<file path="src/rtl/fifo_sync_ctrl_if.sv">
// Handshake bundle between a same-clock producer/consumer and fifo_sync_ctrl.
// master drives requests; slave (the FIFO) drives data and status.
interface fifo_sync_ctrl_if #(
  parameter int FIFO_WIDTH = 32,
  parameter int FIFO_DEPTH = 8
);
  localparam int ADDR_W = $clog2(FIFO_DEPTH);

  logic                  fifo_flush;
  logic                  fifo_wr_en;
  logic [FIFO_WIDTH-1:0] fifo_wr_data;
  logic                  fifo_rd_en;
  logic [FIFO_WIDTH-1:0] fifo_rd_data;
  logic                  fifo_full;
  logic                  fifo_empty;
  logic                  fifo_almost_full;
  logic                  fifo_almost_empty;
  logic [ADDR_W:0]       fifo_count;
  logic                  fifo_wr_err;
  logic                  fifo_rd_err;

  modport master (
    output fifo_flush, fifo_wr_en, fifo_wr_data, fifo_rd_en,
    input  fifo_rd_data, fifo_full, fifo_empty, fifo_almost_full,
           fifo_almost_empty, fifo_count, fifo_wr_err, fifo_rd_err
  );

  modport slave (
    input  fifo_flush, fifo_wr_en, fifo_wr_data, fifo_rd_en,
    output fifo_rd_data, fifo_full, fifo_empty, fifo_almost_full,
           fifo_almost_empty, fifo_count, fifo_wr_err, fifo_rd_err
  );
endinterface

</file>
<file path="src/rtl/fifo_sync_ctrl.sv">
// Single-clock FIFO with occupancy count, almost-full/empty flags, synchronous
// flush and one-cycle error pulses for rejected requests.
module fifo_sync_ctrl #(
  parameter int FIFO_WIDTH    = 32,
  parameter int FIFO_DEPTH    = 8,
  parameter int AFULL_THRESH  = 6,
  parameter int AEMPTY_THRESH = 2
) (
  input  logic            clk,
  input  logic            rst,
  fifo_sync_ctrl_if.slave bus
);
  localparam int ADDR_W = $clog2(FIFO_DEPTH);

  typedef logic [ADDR_W-1:0] ptr_t;
  typedef logic [ADDR_W:0]   cnt_t;

  localparam ptr_t PTR_ONE  = ptr_t'(1);
  localparam cnt_t CNT_ONE  = cnt_t'(1);
  localparam cnt_t CNT_ZERO = cnt_t'(0);
  localparam cnt_t DEPTH_C  = cnt_t'(FIFO_DEPTH);
  localparam cnt_t AFULL_C  = cnt_t'(AFULL_THRESH);
  localparam cnt_t AEMPTY_C = cnt_t'(AEMPTY_THRESH);

  logic [FIFO_WIDTH-1:0] mem_r [FIFO_DEPTH];
  logic [FIFO_WIDTH-1:0] rd_data_r;
  ptr_t                  wr_ptr_r;
  ptr_t                  rd_ptr_r;
  cnt_t                  count_r;
  cnt_t                  count_next_s;
  logic                  wr_err_r;
  logic                  rd_err_r;
  logic                  full_s;
  logic                  empty_s;
  logic                  wr_accept_s;
  logic                  rd_accept_s;
  logic                  wr_err_s;
  logic                  rd_err_s;

  // Status comes only from the registered count, never from pointer compare.
  assign full_s  = (count_r == DEPTH_C);
  assign empty_s = (count_r == CNT_ZERO);

  // Request acceptance; a flush suppresses everything in its cycle, errors included.
  always_comb begin
    rd_accept_s  = 1'b0;
    wr_accept_s  = 1'b0;
    rd_err_s     = 1'b0;
    wr_err_s     = 1'b0;
    count_next_s = count_r;
    if (bus.fifo_flush) begin
      count_next_s = CNT_ZERO;
    end else begin
      rd_accept_s = bus.fifo_rd_en & ~empty_s;
      // A read in the same cycle frees a slot, so a full FIFO still takes the write.
      wr_accept_s = bus.fifo_wr_en & (~full_s | rd_accept_s);
      rd_err_s    = bus.fifo_rd_en & empty_s;
      wr_err_s    = bus.fifo_wr_en & ~wr_accept_s;
      case ({wr_accept_s, rd_accept_s})
        2'b10:   count_next_s = count_r + CNT_ONE;
        2'b01:   count_next_s = count_r - CNT_ONE;
        default: count_next_s = count_r;
      endcase
    end
  end

  // Control state: pointers, count, read data and error pulses.
  always_ff @(posedge clk or posedge rst) begin
    if (rst) begin
      wr_ptr_r  <= '0;
      rd_ptr_r  <= '0;
      count_r   <= '0;
      rd_data_r <= '0;
      wr_err_r  <= 1'b0;
      rd_err_r  <= 1'b0;
    end else begin
      count_r  <= count_next_s;
      wr_err_r <= wr_err_s;
      rd_err_r <= rd_err_s;
      if (bus.fifo_flush) begin
        wr_ptr_r <= '0;
        rd_ptr_r <= '0;
      end else begin
        if (wr_accept_s) begin
          wr_ptr_r <= wr_ptr_r + PTR_ONE;
        end
        if (rd_accept_s) begin
          rd_ptr_r  <= rd_ptr_r + PTR_ONE;
          rd_data_r <= mem_r[rd_ptr_r];
        end
      end
    end
  end

  // Storage array; intentionally not reset.
  always_ff @(posedge clk) begin
    if (wr_accept_s) begin
      mem_r[wr_ptr_r] <= bus.fifo_wr_data;
    end
  end

  assign bus.fifo_rd_data      = rd_data_r;
  assign bus.fifo_count        = count_r;
  assign bus.fifo_full         = full_s;
  assign bus.fifo_empty        = empty_s;
  assign bus.fifo_almost_full  = (count_r >= AFULL_C);
  assign bus.fifo_almost_empty = (count_r <= AEMPTY_C);
  assign bus.fifo_wr_err       = wr_err_r;
  assign bus.fifo_rd_err       = rd_err_r;
endmodule
</file>
<file path="src/flat_wrapper.sv">
// flat-port wrapper written by rule: the top's interface ports become plain ports
module fifo_sync_ctrl_flat 
#(
  parameter int FIFO_WIDTH    = 32,
  parameter int FIFO_DEPTH    = 8,
  parameter int AFULL_THRESH  = 6,
  parameter int AEMPTY_THRESH = 2
)
  (clk, rst, bus_fifo_flush, bus_fifo_wr_en, bus_fifo_wr_data, bus_fifo_rd_en, bus_fifo_rd_data, bus_fifo_full, bus_fifo_empty, bus_fifo_almost_full, bus_fifo_almost_empty, bus_fifo_count, bus_fifo_wr_err, bus_fifo_rd_err);
  fifo_sync_ctrl_if #(.FIFO_WIDTH(FIFO_WIDTH), .FIFO_DEPTH(FIFO_DEPTH)) bus_i ();
  input  logic clk;
  input  logic rst;
  input wire logic [$bits(bus_i.fifo_flush)-1:0] bus_fifo_flush;
  input wire logic [$bits(bus_i.fifo_wr_en)-1:0] bus_fifo_wr_en;
  input wire logic [$bits(bus_i.fifo_wr_data)-1:0] bus_fifo_wr_data;
  input wire logic [$bits(bus_i.fifo_rd_en)-1:0] bus_fifo_rd_en;
  output wire logic [$bits(bus_i.fifo_rd_data)-1:0] bus_fifo_rd_data;
  output wire logic [$bits(bus_i.fifo_full)-1:0] bus_fifo_full;
  output wire logic [$bits(bus_i.fifo_empty)-1:0] bus_fifo_empty;
  output wire logic [$bits(bus_i.fifo_almost_full)-1:0] bus_fifo_almost_full;
  output wire logic [$bits(bus_i.fifo_almost_empty)-1:0] bus_fifo_almost_empty;
  output wire logic [$bits(bus_i.fifo_count)-1:0] bus_fifo_count;
  output wire logic [$bits(bus_i.fifo_wr_err)-1:0] bus_fifo_wr_err;
  output wire logic [$bits(bus_i.fifo_rd_err)-1:0] bus_fifo_rd_err;
  assign bus_i.fifo_flush = bus_fifo_flush;
  assign bus_i.fifo_wr_en = bus_fifo_wr_en;
  assign bus_i.fifo_wr_data = bus_fifo_wr_data;
  assign bus_i.fifo_rd_en = bus_fifo_rd_en;
  assign bus_fifo_rd_data = bus_i.fifo_rd_data;
  assign bus_fifo_full = bus_i.fifo_full;
  assign bus_fifo_empty = bus_i.fifo_empty;
  assign bus_fifo_almost_full = bus_i.fifo_almost_full;
  assign bus_fifo_almost_empty = bus_i.fifo_almost_empty;
  assign bus_fifo_count = bus_i.fifo_count;
  assign bus_fifo_wr_err = bus_i.fifo_wr_err;
  assign bus_fifo_rd_err = bus_i.fifo_rd_err;
  fifo_sync_ctrl #(.FIFO_WIDTH(FIFO_WIDTH), .FIFO_DEPTH(FIFO_DEPTH), .AFULL_THRESH(AFULL_THRESH), .AEMPTY_THRESH(AEMPTY_THRESH)) u_core (.clk(clk), .rst(rst), .bus(bus_i));
endmodule
</file>
<file path="config.mk">
export PLATFORM = sky130hd
export DESIGN_NAME = fifo_sync_ctrl_flat
export DESIGN_NICKNAME = d
export VERILOG_FILES = /design/src/rtl/fifo_sync_ctrl_if.sv /design/src/rtl/fifo_sync_ctrl.sv /design/src/flat_wrapper.sv
export SDC_FILE = /design/constraint.sdc
export NUM_CORES = 1
export LEC_CHECK = 0
export BUFFER_PORTS_ARGS = -buffer_cell sky130_fd_sc_hd__buf_2
export CORE_UTILIZATION = 50
export CTS_CLUSTER_SIZE = 12
export DETAILED_ROUTE_END_ITERATION = 8
export PLACE_DENSITY = 0.67
export SYNTH_ARGS = -nofsm -noshare
export SYNTH_HDL_FRONTEND = slang
export SYNTH_SLANG_ARGS = --single-unit
</file>
<file path="constraint.sdc">
create_clock -name clk -period 14.3 [get_ports clk]
set_input_delay 1.43 -clock clk [delete_from_list [all_inputs] [get_ports clk]]
set_output_delay 1.43 -clock clk [all_outputs]
set_load 0.05 [all_outputs]
</file>
# == Word-level counts from Yosys, hierarchy flattened ==
# Memory sizes are Yosys's and may differ from the RTL's. A register that Yosys moved wholly into a read port is not among the register bits.
# Index checks and enable logic that the tools add are counted.
# Widths: inputs -> output; s select.
# word_totals
rom_bits,0
word_cells,41
in_bits,37
latchBits,0
n_memories,1
ram_bits,256
register_bits,12
# classes
reduce_logical,5
n_eq_ne,3
add_sub_neg,4
n_lt_le_gt_ge,2
n_mul,0
muxes,12
n_shift,0
n_bitwise,9
n_div,0
# mem_list
memory,words,word_bits,read_ports,rd_ports_with_merged_regs,wr,line_no,source
u_core.mem_r,8,32,1,1,1,fifo_sync_ctrl.sv:25,logic [FIFO_WIDTH-1:0] mem_r [FIFO_DEPTH];
# ops
op,count
$mux 3,4
$pmux 4 s2,1
$add 3x1->3 const B,2
$mux 1,6
$add 4x1->4 const B,1
$and 1x1->1,4
$eq 4x4->1 const B,1
$ge 4x3->1 const B,1
$le 4x2->1 const B,1
$logic_not 4->1,1
$mux 4,1
$not 1->1,4
$reduce_bool 2->1,2
$sub 4x1->4 const B,1
$reduce_bool 3->1,1
$eq 2x1->1 const B,1
$eq 2x2->1 const B,1
$reduce_and 2->1,1
$or 1x1->1,1

# == Depth between registers and ports, before layout ==
# logic_depth
ltp_word,8
depth_mapped,10

# == Worst setup path after synthesis ==
# OpenSTA, ideal clock, no wires.
# synth_timing
path_kind,input -> register
startpoint,in bus_fifo_rd_en
endpoint,"mem u_core.mem_r[0][0], enable pin"
stages,3
setup_slack_ps,8698
t_arrival_ps,5089
t_required_ps,13787
path_cell_list,buf_2 o21ai_2 nor4b_1
# synth_between
elab_chain_len,6
# synth_rtl
element,line_no,source
from (decl),flat_wrapper.sv:16,input wire logic [$bits(bus_i.fifo_rd_en)-1:0] bus_fifo_rd_en;
$and 1x1->1,fifo_sync_ctrl.sv:54,rd_accept_s = bus.fifo_rd_en & ~empty_s;
$or 1x1->1,fifo_sync_ctrl.sv:56,wr_accept_s = bus.fifo_wr_en & (~full_s | rd_accept_s);
$and 1x1->1,fifo_sync_ctrl.sv:56,
$mux 1,fifo_sync_ctrl.sv:51,if (bus.fifo_flush) begin
$mux 1,fifo_sync_ctrl.sv:97,if (wr_accept_s) begin
$mux 1 (implied by the code),fifo_sync_ctrl.sv:98,mem_r[wr_ptr_r] <= bus.fifo_wr_data;
to (decl),fifo_sync_ctrl.sv:25,
# No other way between the ends.

# == Final worst setup path ==
# layout_timing
startpoint,"reg u_core.count_r[0], in the netlist u_core.bus.fifo_count[0]"
endpoint,out bus_fifo_full
# layout_between
elab_chain_len,1
# layout_rtl
element,line_no,source
from (decl),fifo_sync_ctrl.sv:29,cnt_t count_r;
from (signal assigned),fifo_sync_ctrl.sv:77,count_r <= count_next_s;
$eq 4x4->1,fifo_sync_ctrl.sv:41,assign full_s = (count_r == DEPTH_C);
to (decl),flat_wrapper.sv:18,output wire logic [$bits(bus_i.fifo_full)-1:0] bus_fifo_full;
# No other way between the ends.

==> results.toml <==
[global_routing]
met1_usage_pct = 25.5
grt_max_degree = 67
grt_pass1_wl_mm = 33.4
grt_antenna_before_repair = 1
grt.total_usage_pct = 19.0
met3_usage_pct = 2.89
grt_overflow = 0
grt-busiest-layer = "met2"
grt_use_met2_pct = 32.4
grt_pass1_vias = 5717

[clocking]
cts.hold.buffers_added = 0
cts_resized = 0
ctsLongestPathBuffers = 3
cts_tree = "built"
clock_latency_ns = 0.55
cts.sink_count = 300
htree_num_levels = 1
numCtsBuffers = 30
cts_root_buf = "clkbuf_16"
path_clk_slew_ns = 0.06
cts_setup_buffers = 0

[final_layout]
fin_area_sq_um = 13100
final_nets = 695
nFillCells = 1658
seq_area_sq_um = 8790
synthToLayoutAreaGrowth_pct = 14.6
final_util_pct = 58.2
layout-drive-gt1-share_pct = 31.2
multi_input_area_sq_um = 2550

[logic_synthesis]
synth_edf_count = 256
synthFlopType = "edfxtp_1"
yosys_warnings = 0
synth_seq_cells = 300
synth_most_common_cell = "edfxtp_1"
ys_seq_area_share_pct = 76.7
synth_cells = 557
synth_top_cell_area_share_pct = 67.1
synthTopCellsByArea = "edfxtp_1 67%, mux4_2 13%, dfrtp_1 9.6%"
synth_nets = 599
synth_area_sq_um = 11500
syn_avg_cell_area_sq_um = 20.6
synth.top_cells.by_count = "256 x edfxtp_1, 64 x mux4_2, 44 x dfrtp_1"
synthDistinctLibCells = 41
ys_async_sr_fraction_pct = 14.7
yosysTopAreaCell = "edfxtp_1"

[worst_setup_path]
cp_slowest_cell = "or4b_1"
cp.arrival_ns = 2.07
cp_max_fo = 9
end_kind = "primary output"
startpoint_type = "flip-flop"
criticalPathCategory = "reg2out"
worstPathCellList = "or4b_1 -> inv_1 -> buf_2"
critPathMaxStageDelay_ns = 0.69
cp.required_ns = 12.87

[flow_run]
maxCapViolCount = 0

[timing]
fmax_mhz = 286
final-setup-viol-count = 0
period_share_pct = 24.5
worst_pin_slew_ns = 0.990
fin_setup_tns_ns = 0
slew_headroom_pct = 34.0
maxSlewViolCount = 0
hold_viol = 0
finalCriticalPeriod_ns = 3.50
finClkSkew_ns = 0.0156
rsz0062_at_grt = "no"

[drt]
drtAntennaViolNets = 0
drt_iter0_drc = 303
drc = 0
viasPerCell = 5.73
vias = 5519
postRouteWirelength_mm = 21.6
first_pass_iters = 4
wl_per_cell_um = 22.5

[power]
p_leak_nw = 4.34
ir_drop_mv = 0.119
p_per_area_nw_per_um2 = 181
power.total_w = 0.00238

[floorplanning]
die_h_um = 153
rows = 55
fp.coreArea_sq_um = 22600
die-area_sq_um = 23500
io_pins = 79
start_util_pct = 50.8
die_x_um = 153

[placement]
post_dp_cell_area_sq_um = 12200
place.gp.congestion = 0.852
io_buffers = 78
dpl.hpwl_mm = 12.0

[hold_path]
hp-class = "reg2reg"

[run_status]
status = "completed"
-- final timing paths --
| check | end | depth (start not counted) | startpoint | slack [ns] |
|---|---|---|---|---|
| max | bus_fifo_full | 3 | u_core.bus.fifo_count[0]$_DFFE_PP0P_ | 10.80 |
| min | u_core.bus.fifo_rd_data[31]$_DFFE_PP0P_ | 2 | u_core.bus.fifo_rd_data[31]$_DFFE_PP0P_ | 0.52 |
| max reg2reg | u_core.bus.fifo_count[3]$_DFFE_PP0P_ | 8 | u_core.bus.fifo_count[2]$_DFFE_PP0P_ | 11.29 |
| min reg2reg | u_core.bus.fifo_rd_data[31]$_DFFE_PP0P_ | 2 | u_core.bus.fifo_rd_data[31]$_DFFE_PP0P_ | 0.52 |
| max in group asynchronous | u_core.rd_ptr_r[0]$_DFFE_PP0P_ | 3 | rst | 12.69 |
| min in group asynchronous | u_core.bus.fifo_rd_data[20]$_DFFE_PP0P_ | 3 | rst | 1.09 |
-- stage by stage --
step	cells	worst slack [ns]	hold slack, ns
2_1_floorplan	557	8.70	0.575
3_3_place_gp	906	10.71	0.507
3_5_place_dp	906	10.63	0.516
4_1_cts	962	10.76	0.533
5_1_grt	963	10.72	0.554
6_report	963	10.80	0.524
-- registers in the layout, summed over array words and instances (netlist names) --
register,cells
u_core.bus.fifo_count,4
u_core.bus.fifo_rd_data,32
u_core.bus.fifo_rd_err,1
u_core.bus.fifo_wr_err,1
u_core.mem_r,256
u_core.rd_ptr_r,3
u_core.wr_ptr_r,3
-- area by class of cell --
cell class	instances	area share [%]
repair buffers	93	3.83
multi-input cells	222	19.5
clock buffers	51	6.32
inverters	6	0.172
well taps	285	2.72
diodes	1	0.0191
clock inverters	5	0.486
flip-flops and latches	300	67.0
-- cell usage in the layout, fill, tap and decap left out, types with 3 or more instances in the layout --
master     synthesis  layout
a21oi_1           36      36
buf_2             16      78
buf_4              1      15
clkbuf_1           8      21
clkbuf_16          0      30
dfrtp_1           44      41
edfxtp_1         256     256
ha_1               4       4
inv_1              5       4
mux2i_1           32      32
mux4_2            64      64
nand2_1            7       7
nand3_1            3       3
nor2_1            41      39
xor2_1             4       4
-- worst max-delay path, delay by kind of cell (launching register included) --
kind                   cells  cell delay [ns]
buffers and inverters      2             0.36
and+or+nand+nor            1             0.69
DFF                        1             0.48
-- power by group --
part	switching (W)	internal, W	leakage [nW]
clock	0.000303	0.000411	0.425
combinational	0.000382	0.000202	1.09
sequential	0.0000596	0.00102	2.82
-- cells by family after synthesis --
| family | Yosys count | synth area share (%) |
|---|---|---|
| multiplexers | 96 | 15.4 |
| buffers and inverters | 35 | 1.42 |
| AO/OA/AOI/OAI | 52 | 2.99 |
| XOR/XNOR | 5 | 0.382 |
| AND/OR/NAND/NOR | 64 | 2.53 |
| flip-flops | 300 | 76.7 |
| adder cells (fa/ha/maj) | 5 | 0.611 |
-- metal layers --
layer | part of all wire [%] | vias to the layer above | wire (um)
met5 | 0 | - | 0
met4 | 2.4 | 0 | 520
met3 | 4.4 | 42 | 954
met2 | 51 | 153 | 11000
met1 | 42 | 2871 | 9170
li1 | - | 2453 | -
Note: power is estimated with default switching activity, not from simulation.
